File: src/rtl/feeder_pkg.sv
// Shared types and helpers for the systolic row feeder.
package feeder_pkg;

    typedef enum logic [2:0] {
        IDLE,
        FETCH,
        WAIT,
        PAD,
        EMPTYQ
    } feeder_state_e;

    // Bit offset of lane 'lane' inside a packed row of 'width'-bit words.
    function automatic int lane_lsb(input int lane, input int width);
        return lane * width;
    endfunction

endpackage

File: src/rtl/row_fifo.sv
// Generic synchronous FIFO, WIDTH bits by DEPTH entries (DEPTH a power of two, >= 2).
// Latency: a push is visible at the head on the following cycle.
// Backpressure: push is dropped when full unless a pop happens in the same cycle.
module row_fifo #(
    parameter int unsigned WIDTH = 32,
    parameter int unsigned DEPTH = 2
) (
    input  logic                     clk,
    input  logic                     rst,
    input  logic                     push_vld,
    input  logic [WIDTH-1:0]         push_dat,
    input  logic                     pop_rdy,
    output logic [WIDTH-1:0]         head_dat,
    output logic                     full,
    output logic                     empty,
    output logic [$clog2(DEPTH):0]   count
);

    localparam int AW = $clog2(DEPTH);

    logic [WIDTH-1:0] mem_q [DEPTH];
    logic [AW-1:0]    wr_ptr_q;
    logic [AW-1:0]    rd_ptr_q;
    logic             do_push;
    logic             do_pop;

    assign empty    = (count == '0);
    assign full     = (count == (AW+1)'(DEPTH));
    assign do_pop   = pop_rdy && !empty;
    assign do_push  = push_vld && (!full || do_pop);
    assign head_dat = mem_q[rd_ptr_q];

    always_ff @(posedge clk or negedge rst) begin
        if (!rst) begin
            wr_ptr_q <= '0;
            rd_ptr_q <= '0;
            count    <= '0;
            for (int i = 0; i < DEPTH; i++) begin
                mem_q[i] <= '0;
            end
        end else begin
            if (do_push) begin
                mem_q[wr_ptr_q] <= push_dat;
                wr_ptr_q        <= wr_ptr_q + AW'(1);
            end
            if (do_pop) begin
                rd_ptr_q <= rd_ptr_q + AW'(1);
            end
            case ({do_push, do_pop})
                2'b10:   count <= count + (AW+1)'(1);
                2'b01:   count <= count - (AW+1)'(1);
                default: ;
            endcase
        end
    end

endmodule

File: src/rtl/systolic_row_feeder.sv
// Streams M rows of N words from sync-read memory to the array X port, then PAD_ROWS zero rows; FEEDER_PERF_EN adds stall_cnt.
// Latency: start at edge t -> reads in cycles t+1..t+N, first x_valid at edge t+N+2; one row per N cycles in steady state.
// Backpressure: x_valid/x_ready from a row FIFO; a row fetch only starts when a FIFO slot is reserved for it.
module systolic_row_feeder
    import feeder_pkg::*;
#(
    parameter int unsigned           M          = 20,
    parameter int unsigned           N          = 9,
    parameter int unsigned           DATA_WIDTH = 32,
    parameter int unsigned           ADDR_WIDTH = 32,
    parameter logic [ADDR_WIDTH-1:0] SRC_BASE   = ADDR_WIDTH'(32'h0000_2000),
    parameter int unsigned           ROW_STRIDE = N,
    parameter int unsigned           PAD_ROWS   = 13,
    parameter int unsigned           FIFO_DEPTH = 2
) (
    input  logic                    clk,
    input  logic                    rst,
    input  logic                    start,
    output logic                    mem_rd_en,
    output logic [ADDR_WIDTH-1:0]   addr_rd,
    input  logic [DATA_WIDTH-1:0]   data_rd,
    output logic [DATA_WIDTH*N-1:0] x_row,
    output logic                    x_valid,
    input  logic                    x_ready,
`ifdef FEEDER_PERF_EN
    output logic [31:0]             stall_cnt,
`endif
    output logic                    busy,
    output logic                    done
);

    localparam int RW       = $clog2(M) + 1;
    localparam int WW       = $clog2(N) + 1;
    localparam int LIW      = (N > 1) ? $clog2(N) : 1;
    localparam int PW       = $clog2(PAD_ROWS + 1) + 1;
    localparam int CW       = $clog2(FIFO_DEPTH) + 1;
    localparam int ROW_BITS = DATA_WIDTH * N;

    feeder_state_e state_q, state_d;

    logic [RW-1:0]         row_cnt_q;
    logic [WW-1:0]         word_cnt_q;
    logic [PW-1:0]         pad_cnt_q;
    logic [CW-1:0]         inflight_q;
    logic                  rd_vld_q;
    logic [LIW-1:0]        rd_lane_q;
    logic                  row_full_q;
    logic [DATA_WIDTH-1:0] lane_q [N];
    logic [ROW_BITS-1:0]   asm_row;

    logic                  fifo_push_vld;
    logic [ROW_BITS-1:0]   fifo_push_dat;
    logic [ROW_BITS-1:0]   fifo_head;
    logic                  fifo_full;
    logic                  fifo_empty;
    logic [CW-1:0]         fifo_cnt;

    logic                  credit_ok;
    logic                  row_first;
    logic                  row_last_word;
    logic                  last_row;
    logic                  row_start;
    logic                  start_ok;
    logic                  pad_push;

    for (genvar j = 0; j < N; j++) begin : g_lane
        assign asm_row[lane_lsb(j, DATA_WIDTH) +: DATA_WIDTH] = lane_q[j];
    end

    // Rows already buffered plus rows being fetched must never exceed the FIFO.
    assign credit_ok     = ({1'b0, fifo_cnt} + {1'b0, inflight_q}) < (CW+1)'(FIFO_DEPTH);
    assign row_first     = (word_cnt_q == '0);
    assign row_last_word = (word_cnt_q == WW'(N - 1));
    assign last_row      = (row_cnt_q == RW'(M - 1));
    assign row_start     = mem_rd_en && row_first;
    assign start_ok      = start && ((state_q == IDLE) || ((state_q == EMPTYQ) && fifo_empty));
    assign busy          = (state_q != IDLE);

    assign addr_rd = mem_rd_en ? (SRC_BASE + ADDR_WIDTH'(row_cnt_q) * ADDR_WIDTH'(ROW_STRIDE)
                                  + ADDR_WIDTH'(word_cnt_q))
                               : '0;

    always_comb begin
        state_d   = state_q;
        mem_rd_en = 1'b0;
        pad_push  = 1'b0;
        done      = 1'b0;
        case (state_q)
            IDLE: begin
                if (start) state_d = FETCH;
            end
            FETCH: begin
                mem_rd_en = !row_first || credit_ok;
                if (mem_rd_en && row_last_word && last_row) state_d = WAIT;
            end
            WAIT: begin
                if (row_full_q && (inflight_q == CW'(1))) begin
                    state_d = (PAD_ROWS == 0) ? EMPTYQ : PAD;
                end
            end
            PAD: begin
                pad_push = !fifo_full;
                if (pad_push && (pad_cnt_q == PW'(PAD_ROWS - 1))) state_d = EMPTYQ;
            end
            EMPTYQ: begin
                if (fifo_empty) begin
                    done    = 1'b1;
                    state_d = start ? FETCH : IDLE;
                end
            end
            default: state_d = IDLE;
        endcase
    end

    always_ff @(posedge clk or negedge rst) begin
        if (!rst) begin
            state_q    <= IDLE;
            row_cnt_q  <= '0;
            word_cnt_q <= '0;
            pad_cnt_q  <= '0;
            inflight_q <= '0;
            rd_vld_q   <= 1'b0;
            rd_lane_q  <= '0;
            row_full_q <= 1'b0;
            for (int j = 0; j < N; j++) begin
                lane_q[j] <= '0;
            end
        end else begin
            state_q    <= state_d;
            rd_vld_q   <= mem_rd_en;
            rd_lane_q  <= word_cnt_q[LIW-1:0];
            row_full_q <= rd_vld_q && (rd_lane_q == LIW'(N - 1));
            if (rd_vld_q) begin
                lane_q[rd_lane_q] <= data_rd;
            end
            if (start_ok) begin
                row_cnt_q  <= '0;
                word_cnt_q <= '0;
                pad_cnt_q  <= '0;
            end else begin
                if (mem_rd_en) begin
                    if (row_last_word) begin
                        word_cnt_q <= '0;
                        row_cnt_q  <= row_cnt_q + RW'(1);
                    end else begin
                        word_cnt_q <= word_cnt_q + WW'(1);
                    end
                end
                if (pad_push) begin
                    pad_cnt_q <= pad_cnt_q + PW'(1);
                end
            end
            case ({row_start, row_full_q})
                2'b10:   inflight_q <= inflight_q + CW'(1);
                2'b01:   inflight_q <= inflight_q - CW'(1);
                default: ;
            endcase
        end
    end

    // The assembled row is pushed the cycle after its last lane lands; pads never coincide with it.
    assign fifo_push_vld = row_full_q || pad_push;
    assign fifo_push_dat = pad_push ? '0 : asm_row;

    row_fifo #(
        .WIDTH (ROW_BITS),
        .DEPTH (FIFO_DEPTH)
    ) u_row_fifo (
        .clk      (clk),
        .rst      (rst),
        .push_vld (fifo_push_vld),
        .push_dat (fifo_push_dat),
        .pop_rdy  (x_ready),
        .head_dat (fifo_head),
        .full     (fifo_full),
        .empty    (fifo_empty),
        .count    (fifo_cnt)
    );

    assign x_valid = !fifo_empty;
    assign x_row   = fifo_empty ? '0 : fifo_head;

`ifdef FEEDER_PERF_EN
    always_ff @(posedge clk or negedge rst) begin
        if (!rst) begin
            stall_cnt <= '0;
        end else if (start_ok) begin
            stall_cnt <= '0;
        end else if (x_valid && !x_ready && (stall_cnt != '1)) begin
            stall_cnt <= stall_cnt + 32'd1;
        end
    end
`endif

endmodule

File: config.mk
export PLATFORM = sky130hd
export DESIGN_NAME = systolic_row_feeder
export DESIGN_NICKNAME = d
export VERILOG_FILES = /design/src/rtl/feeder_pkg.sv /design/src/rtl/row_fifo.sv /design/src/rtl/systolic_row_feeder.sv
export SDC_FILE = /design/constraint.sdc
export NUM_CORES = 2
export LEC_CHECK = 0
export BUFFER_PORTS_ARGS = -buffer_cell sky130_fd_sc_hd__buf_2
export CELL_PAD_IN_SITES_DETAIL_PLACEMENT = 0
export CELL_PAD_IN_SITES_GLOBAL_PLACEMENT = 1
export CORE_ASPECT_RATIO = 1.2
export CORE_MARGIN = 3
export CORE_UTILIZATION = 40
export CTS_CLUSTER_DIAMETER = 100
export DETAILED_ROUTE_END_ITERATION = 10
export PLACE_DENSITY = 0.8
export SYNTH_ARGS = -nofsm -noshare
export SYNTH_HDL_FRONTEND = slang
export SYNTH_HIERARCHICAL = 1
export SYNTH_SLANG_ARGS = --single-unit
File: constraint.sdc
create_clock -name clk -period 2.3 [get_ports clk]
set_input_delay 0.23 -clock clk [delete_from_list [all_inputs] [get_ports clk]]
set_output_delay 0.23 -clock clk [all_outputs]
set_load 0.05 [all_outputs]
# [Word level (Yosys, flattened, before mapping)]
# Cells that the tools add are included.
[totals] memories=0 latchBits=0 mem_bits_ro=0 ram_bits=0 wordCells=126 in_bits=36 reg_bits=895
[classes] n_mux=33 bitwise=3 div=0 add_sub_neg=12 reduce_logical=30 shifts=0 n_eq_ne=19 order_cmp=6 multipliers=1
[ops] operator="288-bit two-way mux" n=6
[ops] operator="576-bit bitwise mux" n=1
[ops] operator="288-bit bitwise mux" n=1
[ops] operator="288-bit demux with 1-bit select" n=1
[ops] operator="32-bit demux with 4-bit select" n=1
[ops] operator="32-bit two-way mux" n=1
[ops] operator="5-bit two-way mux" n=5
[ops] operator="6-bit two-way mux" n=3
[ops] operator="15-bit by 5-bit adder with 16-bit output" n=1
[ops] operator="16-bit two-way mux" n=1
[ops] operator="14-bit by 10-bit adder with 15-bit output, first input constant" n=1
[ops] operator="3-bit two-way mux" n=5
[ops] operator="3-bit case mux with 5 select lines" n=1
[ops] operator="1-bit logical AND" n=12
[ops] operator="5-bit by 1-bit adder with 5-bit output, second input constant" n=2
[ops] operator="5-bit by 4-bit == test with 1-bit output, second input constant" n=2
[ops] operator="6-bit by 4-bit multiplier with 10-bit output, second input constant" n=1
[ops] operator="2-bit != test, second input constant" n=5
[ops] operator="2-bit nonzero test" n=5
[ops] operator="2-bit case mux with 2 select lines" n=2
[ops] operator="6-bit by 1-bit adder with 6-bit output, second input constant" n=1
[ops] operator="2-bit by 1-bit == test with 1-bit output, second input constant" n=3
[ops] operator="2-bit == test, second input constant" n=3
[ops] operator="3-bit by 2-bit == test with 1-bit output, second input constant" n=2
[ops] operator="24 further kinds" n=38

# [Longest topological paths before layout]
[depth] ltp_word=7 mapped_depth=11 depth_no_buf=9

# [By module]
# The synthesis kept the hierarchy.
[modules_own_cells] mod="row_fifo" cells_per_inst=1562 area_per_inst_um2=24952.7 n_inst=1
[modules_own_cells] mod="systolic_row_feeder" cells_per_inst=1479 area_per_inst_um2=16608.4 n_inst=1

# [Worst setup path after synthesis]
# Ideal clock, no wire load.
[synth_path] path_type="register to output" startpoint="register row_cnt_q[1]" endpoint="output port addr_rd[9]" n_path_buf=0 setup_slack_ns=-1.274 arrival_time_ns=3.344 path_stages_with_launch=8 cell_sequence="dfrtp_1 -> ha_1 -> fa_1 -> ha_1 -> o21a_1 -> o31a_1 -> nor4_1 -> nor4_1"
[synth_between] elab_chain_len=4
[synth_rtl] element="from (decl)" line_no="systolic_row_feeder.sv:41" source="logic [RW-1:0] row_cnt_q;"
[synth_rtl] element="from (signal assigned)" line_no="systolic_row_feeder.sv:144" source="row_cnt_q <= row_cnt_q + RW'(1);"
[synth_rtl] element="6-bit by 4-bit multiplier with 10-bit output" line_no="systolic_row_feeder.sv:79" source="assign addr_rd = mem_rd_en ? (SRC_BASE + ADDR_WIDTH'(row_cnt_q) * ADDR_WIDTH'(ROW_STRIDE)"
[synth_rtl] element="14-bit by 10-bit adder with 15-bit output" line_no="systolic_row_feeder.sv:79"
[synth_rtl] element="15-bit by 5-bit adder with 16-bit output" line_no="systolic_row_feeder.sv:80" source="+ ADDR_WIDTH'(word_cnt_q))"
[synth_rtl] element="16-bit two-way mux" line_no="systolic_row_feeder.sv:79"
[synth_rtl] element="to (decl)" line_no="systolic_row_feeder.sv:20" source="output logic [ADDR_WIDTH-1:0] addr_rd,"
# No other way between the ends.

# [Worst setup path after layout]
[layout_path] startpoint="register row_cnt_q[1]" endpoint="output port addr_rd[7]"
# The elaborated chain is that of the path after synthesis.

==> flow_metrics.tcl <==
set metrics [dict create \
    synth_seq_cells 895 \
    nets 3646 \
    synth_cells 3041 \
    maxCapViolCount 0 \
    synth_fa_ha_area_share_pct 0.837 \
    vias 25900 \
    port_buffers 338 \
    antenna_left 0 \
    synth_cell_type_count 56 \
    synth-xor-area-share_pct 0.295 \
    die_y_um 359 \
    p_leak_nw 25.3 \
    violations "setup timing" \
    fin_worst_skew_ps 20.3 \
    areaGrowthSynthToFinish_pct 36.6 \
    irDropWorstVdd_uv 1550 \
    die_w_um 300 \
    grt_pass1_vias 27200 \
    fin_crit_ps 3260 \
    initial_core_util_pct 40.6 \
    fin_ws_ps -956 \
    path_clk_slew_ps 60 \
    synth-main-ff-cell "dfrtp_1" \
    cp-startpoint "row_cnt_q[1]" \
    crit_type "reg -> out" \
    core-area_um2 102000 \
    synth_compound_area_share_pct 0.632 \
    synth_mux_area_share_pct 31.3 \
    yosysWarnings 6 \
    drc 0 \
    routabilityCongestion 0.748 \
    drive_above_1_share_pct 61.8 \
    synth.avg_cell_area_um2 13.7 \
    hp-class "in -> async" \
    antenna_found_initial 15 \
    grtUsageTotal_pct 21.7 \
    setup_tns_ps -107560 \
    layout_common_cells "942 x mux2_2, 894 x dfrtp_1, 314 x nor2b_1, 275 x buf_6, 257 x nor2b_4" \
    synth_edf_count 0 \
    worstPathMaxFanout 3 \
    grt_pass1_wl_mm 176 \
    period_share_pct 142 \
    required_ps 2070 \
    whs_ps 163 \
    cts_buffers 92 \
    cts.sinks 895 \
    fmax_mhz 307 \
    synthSimpleGateAreaFrac_pct 10.1 \
    worstMarginPinSlew_ps 794 \
    cts_tree "built" \
    cp.arrival_ps 3030 \
    ys_seq_area_share_pct 53.9 \
    clockBufferDepth 3 \
    dr.pass1.iters 5 \
    power_mw 92.2 \
    cts-root-buf "clkbuf_16" \
    ys_async_sr_fraction_pct 100 \
    hold_violations 0 \
    die_area_um2 108000 \
    viasPerCell 5.16 \
    grt-ovfl-total 0 \
    wl_per_cell_um 24.4 \
    powerDensity_nw_per_um2 1620 \
    drtIter0Drc 1327 \
    clkLatencyLatePin_ps 640 \
    layout_commonest_cell "mux2_2" \
    io_pins 360 \
    cp-end-kind "output port" \
    slew_headroom_pct 47.1 \
    critPathLaunchType "register" \
    cts_max_level 3 \
    synth_top_family_by_area "multiplexers" \
    maxSlewViolCount 0 \
    grt_max_degree 89 \
    r2r-start "word_cnt_q[1]" \
    dpl.hpwl_mm 70.4 \
    rows 128 \
    synth.cell_area_um2 41600 \
    rsz0062_at_grt "yes" \
    status "finished with violations" \
    setup_viol 867 \
    wl_mm 123 \
]
## registers in the layout, summed over array words and instances (netlist names), 3 cells and up
| register | cells |
|---|---|
| asm_row | 288 |
| pad_cnt_q | 5 |
| rd_lane_q | 4 |
| row_cnt_q | 6 |
| state_q | 3 |
| u_row_fifo/mem_q | 576 |
| word_cnt_q | 5 |
## synthesized netlist by cell type, drive strengths merged (6+ instances only)
library cell	number	share of area [%]
dfrtp	895	54
o21ai	9	0.14
nor2	30	0.28
ha	23	0.69
buf	138	2.0
inv	14	0.13
mux2	1152	31
a21oi	6	0.072
nor2b	580	8.7
clkbuf	80	0.73
nand3	7	0.084
nor3	6	0.072
xor2	9	0.19
nand2	15	0.14
## per-layer routing
| metal | routed length, um | track usage (%) | vias up |
|---|---|---|---|
| met3 | 5020 | 2.66 | 134 |
| li1 | - | - | 11500 |
| met2 | 63600 | 38.3 | 554 |
| met4 | 2430 | 5.12 | 0 |
| met1 | 51700 | 28.3 | 13700 |
| met5 | 0 | 0 | - |
## what timing repair did
item / 4_1_cts / 5_1_grt
cloned: 47 / 13
hold buffers: 3 / 0
endpoints found under the hold margin: 207 / 0
setup buffers: 45 / 46
gates resized for setup: 962 / 598
setup endpoints to repair: 350 / 793
pin swaps: 8 / 8
## power breakdown
part | internal, mW | switching (mW) | total [mW]
clock network | 9.09 | 6.28 | 15.4
logic | 26.8 | 22.5 | 49.3
registers | 23.7 | 3.89 | 27.6
total | 59.6 | 32.6 | 92.2
## critical path: stages (launching register included)
cell and delay, ps:
dfrtp_1 380, ha_1 300, fa_1 540, ha_4 220, o21a_1 180, o31a_1 130
o22ai_2 200, mux2i_4 270, buf_6 180
## path summary, 6_finish.rpt
kind	endpoint	slack, ps	cells past startpoint
worst max-delay path	addr_rd[7]	-960	8
worst min register to register	asm_row[134]	480	1
worst max register to register	inflight_q[1]	-230	12
min in group clk	asm_row[34]	220	2
worst min-delay path	asm_row[148]	160	2
max in group asynchronous	asm_row[85]	1200	4
## layout make-up
cell class / count / area, um^2
Fill cell: 7950 / 45600
Sequential cell: 895 / 22400
Multi-Input combinational cell: 1934 / 21000
Timing Repair Buffer: 646 / 8440
Clock buffer: 134 / 2790
Tap cell: 1365 / 1710
Clock inverter: 32 / 339
Inverter: 14 / 63.8
Timing Repair inverter: 1 / 7.51
Antenna cell: 3 / 7.51
## logic make-up (layout without fill, tap and decap cells)
| logic type | count (synthesis) | after routing |
|---|---|---|
| simple gates | 679 | 679 |
| buf+inv | 232 | 827 |
| xor+xnor | 14 | 14 |
| mux | 1156 | 1156 |
| other cells | 1 | 24 |
| compound gates | 38 | 38 |
| flops | 895 | 895 |
| fa+ha+maj | 26 | 26 |
## per-stage QoR
stage,utilization (%),instances,instance area [um^2],worst slack [ps]
finish,55.5,5024,56800,-956
global route,55.5,5022,56800,-1100
CTS,53.3,4984,54600,-1060
detailed placement,45.2,4726,46300,-455
global placement,45.2,4726,46300,-450
floorplan,-,3061,41800,-359
(Power assumes the default switching activity.)
